`src/rtl/sort4_ctrl.sv`:
```
// sort4_ctrl: loads N 4-bit entries, bubble-sorts them in place
// with one shared comparator, then drains them in ascending order.
module sort4_ctrl #(
  parameter int N = 4
) (
  input  logic       clk,
  input  logic       rst,
  input  logic       in_valid,
  input  logic [3:0] in_data,
  output logic       in_ready,
  output logic       out_valid,
  output logic [3:0] out_data,
  input  logic       out_ready,
  output logic       busy,
  output logic [5:0] swaps
);

  localparam int AW = $clog2(N);

  typedef enum logic [1:0] {
    LOAD  = 2'd0,
    SORT  = 2'd1,
    DRAIN = 2'd2
  } state_t;

  state_t          state_q, state_d;
  logic [AW-1:0]   idx_q, idx_d;
  logic [AW-1:0]   rd_idx_q, rd_idx_d;
  logic [AW-1:0]   pass_q, pass_d;
  logic [AW-1:0]   pos_q, pos_d;
  logic [AW-1:0]   pos_nx;
  logic [5:0]      cnt_q, cnt_d;
  logic [5:0]      swaps_q, swaps_d;
  logic [3:0]      mem_q [N];
  logic [3:0]      mem_d [N];

  logic [3:0] cmp_a, cmp_b;
  logic       eq, neq, big_a, big_b;
  logic       do_swap;
  logic       pos_last, pass_last;

  assign pos_nx    = pos_q + AW'(1);
  assign pos_last  = (pos_q == AW'(N-2));
  assign pass_last = (pass_q == AW'(N-2));

  // The single comparator shared by every compare step
  assign cmp_a = mem_q[pos_q];
  assign cmp_b = mem_q[pos_nx];
  assign eq    = (cmp_a == cmp_b);
  assign neq   = ~eq;
  assign big_a = (cmp_a > cmp_b);
  assign big_b = (cmp_b > cmp_a);

  always_comb begin
    do_swap = 1'b0;
    unique case (1'b1)
      big_a:     do_swap = neq;
      eq, big_b: do_swap = 1'b0;
      default:   do_swap = 1'b0;
    endcase
  end

  always_ff @(posedge clk) begin
    if (rst) begin
      state_q  <= LOAD;
      idx_q    <= '0;
      rd_idx_q <= '0;
      pass_q   <= '0;
      pos_q    <= '0;
      cnt_q    <= '0;
      swaps_q  <= '0;
    end else begin
      state_q  <= state_d;
      idx_q    <= idx_d;
      rd_idx_q <= rd_idx_d;
      pass_q   <= pass_d;
      pos_q    <= pos_d;
      cnt_q    <= cnt_d;
      swaps_q  <= swaps_d;
    end
  end

  always_ff @(posedge clk) begin
    mem_q <= mem_d;
  end

  always_comb begin
    state_d = state_q;
    unique case (state_q)
      LOAD:
        if (in_valid && idx_q == AW'(N-1))
          state_d = SORT;
      SORT:
        if (pos_last && pass_last)
          state_d = DRAIN;
      DRAIN:
        if (out_ready && rd_idx_q == AW'(N-1))
          state_d = LOAD;
      default: state_d = LOAD;
    endcase
  end

  always_comb begin
    mem_d    = mem_q;
    idx_d    = idx_q;
    rd_idx_d = rd_idx_q;
    pass_d   = pass_q;
    pos_d    = pos_q;
    cnt_d    = cnt_q;
    swaps_d  = swaps_q;
    unique case (state_q)
      LOAD: begin
        if (in_valid) begin
          mem_d[idx_q] = in_data;
          if (idx_q == AW'(N-1)) begin
            idx_d  = '0;
            pass_d = '0;
            pos_d  = '0;
            cnt_d  = '0;
          end else begin
            idx_d = idx_q + AW'(1);
          end
        end
      end
      SORT: begin
        if (do_swap) begin
          mem_d[pos_q]  = cmp_b;
          mem_d[pos_nx] = cmp_a;
          cnt_d = cnt_q + 6'd1;
        end
        if (pos_last) begin
          pos_d  = '0;
          pass_d = pass_q + AW'(1);
          if (pass_last) begin
            pass_d   = '0;
            rd_idx_d = '0;
            swaps_d  = cnt_d;
          end
        end else begin
          pos_d = pos_nx;
        end
      end
      DRAIN: begin
        if (out_ready) begin
          if (rd_idx_q == AW'(N-1)) begin
            rd_idx_d = '0;
            idx_d    = '0;
          end else begin
            rd_idx_d = rd_idx_q + AW'(1);
          end
        end
      end
      default: ;
    endcase
  end

  always_comb begin
    in_ready  = (state_q == LOAD);
    out_valid = (state_q == DRAIN);
    busy      = (state_q == SORT);
    out_data  = out_valid ? mem_q[rd_idx_q] : 4'd0;
    swaps     = swaps_q;
  end

endmodule

```
`config.mk`:
```
export PLATFORM = sky130hd
export DESIGN_NAME = sort4_ctrl
export DESIGN_NICKNAME = d
export VERILOG_FILES = /design/src/rtl/sort4_ctrl.sv
export SDC_FILE = /design/constraint.sdc
export NUM_CORES = 1
export LEC_CHECK = 0
export CAP_MARGIN = 20
export CORE_ASPECT_RATIO = 0.5
export CORE_MARGIN = 5
export CORE_UTILIZATION = 40
export DETAILED_ROUTE_END_ITERATION = 10
export PLACE_DENSITY = 0.68
export SLEW_MARGIN = 20
export SYNTH_ARGS = -nofsm -noshare
export SYNTH_HDL_FRONTEND = slang
export SYNTH_SLANG_ARGS = --single-unit
```
`constraint.sdc`:
```
create_clock -name clk -period 10.05 [get_ports clk]
set_input_delay 1.5075 -clock clk [delete_from_list [all_inputs] [get_ports clk]]
set_output_delay 1.5075 -clock clk [all_outputs]
set_load 0.005 [all_outputs]
```
==> results_dict.tcl <==
set metrics [dict create \
    status "completed" \
    finalCritPeriodShare_pct 41.79 \
    clkTransAtPathRegs_ns 0.06 \
    synthArstFlopShare_pct 0 \
    htree_levels 2 \
    grt_max_degree 31 \
    synthCells 262 \
    initial_utilization_pct 41.90 \
    drt_pass1_iterations 4 \
    antenna_found_initial 0 \
    cp.arrival_ns 4.11 \
    drt_iter0_drc 160 \
    rr_endpoint "mem_q[11]" \
    yosys_register_bits 38 \
    fillers 564 \
    place_congestion 0.8982 \
    cts_hold_buffers 0 \
    fin_crit_ns 4.200 \
    hold_class "reg2reg" \
    syn_to_final_growth_pct 15.51 \
    hp-start "swaps[2]" \
    crit_type "reg2reg" \
    diodes 0 \
    p_per_area_nw_per_um2 140.7 \
    holdPathEnd "swaps[2]" \
    path_common_cell "inv_1" \
    path_cells "inv_1 > ha_1 > mux4_2 > inv_1 > ha_1 > nand4_2 > inv_1 > a21oi_4 > mux2i_1 > nor4_1" \
    core_area_um2 6181 \
    ys_seq_area_share_pct 35.56 \
    setup_viol 0 \
    power.leakage_uw 0.001009 \
    postCtsSetupBuffers 0 \
    relSlewSlack_pct 37.66 \
    clk_latency_ns 0.28 \
    ant_nets 0 \
    finalNonFillerCells 361 \
    timing.reg2reg.setup_slack_ns 5.85 \
    hpwl_mm 4.621 \
    drc_errors 0 \
    cts.path.max_buffers 2 \
    critPathSlowestCell "nor4_1" \
    endpoint_kind "flop" \
    rr_worst_depth 10 \
    std_cell_rows 20 \
    wl_per_cell_um 17.59 \
    crit_buf_inv 3 \
    max_stage_delay_ns 0.83 \
    fmax_mhz 238.1 \
    seq_area_um2 920.9 \
    die_y_um 66.90 \
    drt_wl_total_mm 6.351 \
    final_util_pct 48.40 \
    tns_ns 0 \
    grt-ovfl-total 0 \
    syn-num-nets 286 \
    cts-root-buf "clkbuf_16" \
    die_width_um 123.8 \
    cp_top_family "simple AND/OR/NAND/NOR gates" \
    ir_drop_uv 74.36 \
    die_area_um2 8282 \
    syn_area_um2 2590 \
    final_nets 296 \
    synth_top_flop_cell "dfxtp_1" \
    drv_cap 0 \
    cp_max_fo 13 \
    clkSinkCount 38 \
    avgViaCountPerCell 5.967 \
    rr_startpoint "pos_q[0]" \
    worst_slew_pin_slew_ns 0.9265 \
    grt_use_total_pct 16.22 \
    multi_input_area_um2 1534 \
    grt_pass1_wl_mm 10.28 \
    ys_types 43 \
    cts-resized-gates 0 \
    holdPathStages 2 \
    grt_pass1_vias 2027 \
    cts_tree "yes" \
    synth_area_per_cell_um2 9.885 \
    synth-edff-count 16 \
    vias 2154 \
    io_pins 21 \
    port_buffers 20 \
    clock_skew_ns 0.004745 \
    slew_violations 0 \
    crit_required_ns 9.96 \
    yosysWarnings 0 \
    critical_path.startpoint_type "flop" \
    finalHoldViolCount 0 \
    layout-drive-gt1-share_pct 11.72 \
    power.total_uw 421.0 \
    cts_inserted_buffers 5 \
    placedCellCount 353 \
    rsz0062_at_grt "no" \
]
==> registers in the layout (all words and copies together) (netlist names) <==
signal	count
pos_q	2
swaps	6
pass_q	2
state_q	2
idx_q	2
rd_idx_q	2
cnt_q	6
mem_q	16
==> routing by layer <==
metal,wire length [um],part of all wire [%],track usage (%),vias up
met4,158,2.5,7.034,0
met1,2614,41,20.58,1016
li1,-,-,-,1000
met3,671,11,4.071,19
met5,0,0,0,-
met2,2907,46,26.23,119
==> cells by family after synthesis <==
family          Yosys count  share of synthesized area (%)
buf+inv                  27                          5.217
mux                      18                          12.75
simple gates             97                          19.08
xor+xnor                  5                          1.691
compound gates           61                          17.97
flops                    38                          35.56
fa+ha+maj                16                          7.729
==> through the flow <==
| stage | cell area, um2 | hold slack [ns] | setup WS [ns] |
|---|---|---|---|
| finish | 2992 | 0.5116 | 5.850 |
| global route | 2992 | 0.5441 | 5.569 |
| CTS | 2992 | 0.5148 | 5.901 |
| detailed placement | 2803 | 0.5025 | 5.933 |
| global placement | 2803 | 0.4834 | 6.171 |
| floorplan | 2590 | 0.4820 | 6.649 |
==> synthesized netlist by cell type, drive strengths merged (2+ instances only) <==
master / count / area, um2
nor3b: 3 / 22.52
inv: 10 / 37.53
a221oi: 12 / 105.1
a22oi: 3 / 22.52
nor2: 37 / 138.9
nor4: 3 / 18.77
nand3b: 3 / 22.52
nor3: 5 / 25.02
clkbuf: 5 / 18.77
nand4: 3 / 31.28
nand2b: 3 / 18.77
nor4b: 2 / 17.52
mux4: 12 / 270.3
and2: 6 / 37.54
a31oi: 2 / 12.51
mux2i: 6 / 60.06
o21ai: 2 / 10.01
xnor2: 5 / 43.79
a21oi: 26 / 160.2
edfxtp: 16 / 480.5
dfxtp: 22 / 440.4
ha: 16 / 200.2
a32oi: 4 / 35.03
buf: 12 / 78.82
nand2: 17 / 63.81
a211oi: 9 / 82.58
nor2b: 5 / 38.78
nand3: 7 / 35.03
==> worst max path at each step <==
| stage | endpoint | startpoint | cells past startpoint |
|---|---|---|---|
| final | mem_q[11] | pos_q[0] | 10 |
| after global routing | mem_q[11] | pos_q[0] | 10 |
| after CTS | busy | state_q[1] | 3 |
| after detailed placement | mem_q[9] | pos_q[0] | 10 |
| after global placement | mem_q[10] | pos_q[0] | 10 |
| after floorplan | mem_q[10] | pos_q[0] | 11 |
==> report_power, final <==
| group | switching, uW | internal [uW] |
|---|---|---|
| Clock | 64.7 | 133 |
| Sequential | 4.23 | 166 |
| Combinational | 31.2 | 22.2 |
| Total | 100 | 321 |
==> area by class of cell <==
cell class,instances,share of cell area [%]
clock inverter,2,1.297
clock buffer,6,5.019
sequential,38,30.78
tap,88,3.680
timing repair buffer,20,6.692
multi-input combinational,197,51.28
inverter,10,1.255
==> tightest hold or removal path: cells and delay by family, from the launching register on <==
| family | cells | cell delay (ns) |
|---|---|---|
| AOI/OAI and AO/OA | 1 | 0.05 |
| DFF | 1 | 0.31 |
| and+or+nand+nor | 1 | 0.10 |
==> placed cells by master (no fill, tap or decap), types with 2 or more instances in the layout <==
| master | Yosys | layout |
|---|---|---|
| nor2_1 | 37 | 37 |
| a21oi_1 | 22 | 22 |
| dfxtp_1 | 22 | 22 |
| clkdlybuf4s50_1 | 0 | 20 |
| nand2_1 | 17 | 17 |
| ha_1 | 16 | 16 |
| edfxtp_1 | 16 | 16 |
| mux4_2 | 12 | 12 |
| a221oi_1 | 12 | 12 |
| inv_1 | 9 | 9 |
| nand3_1 | 7 | 7 |
| mux2i_1 | 6 | 6 |
| a211oi_1 | 6 | 6 |
| and2_1 | 6 | 6 |
| clkbuf_16 | 0 | 6 |
| nor3_1 | 5 | 5 |
| xnor2_1 | 5 | 5 |
| nor2b_1 | 4 | 4 |
| a32oi_1 | 4 | 4 |
| nand2b_1 | 3 | 3 |
| nor4_1 | 3 | 3 |
| nor3b_1 | 3 | 3 |
| nand3b_1 | 3 | 3 |
| a211oi_2 | 3 | 3 |
| a22oi_1 | 3 | 3 |
| a21oi_4 | 2 | 2 |
| nand4_2 | 2 | 2 |
| o21ai_0 | 2 | 2 |
| a21oi_2 | 2 | 2 |
| a31oi_1 | 2 | 2 |
| nor4b_1 | 2 | 2 |
Note: power is estimated with default switching activity, not from simulation.
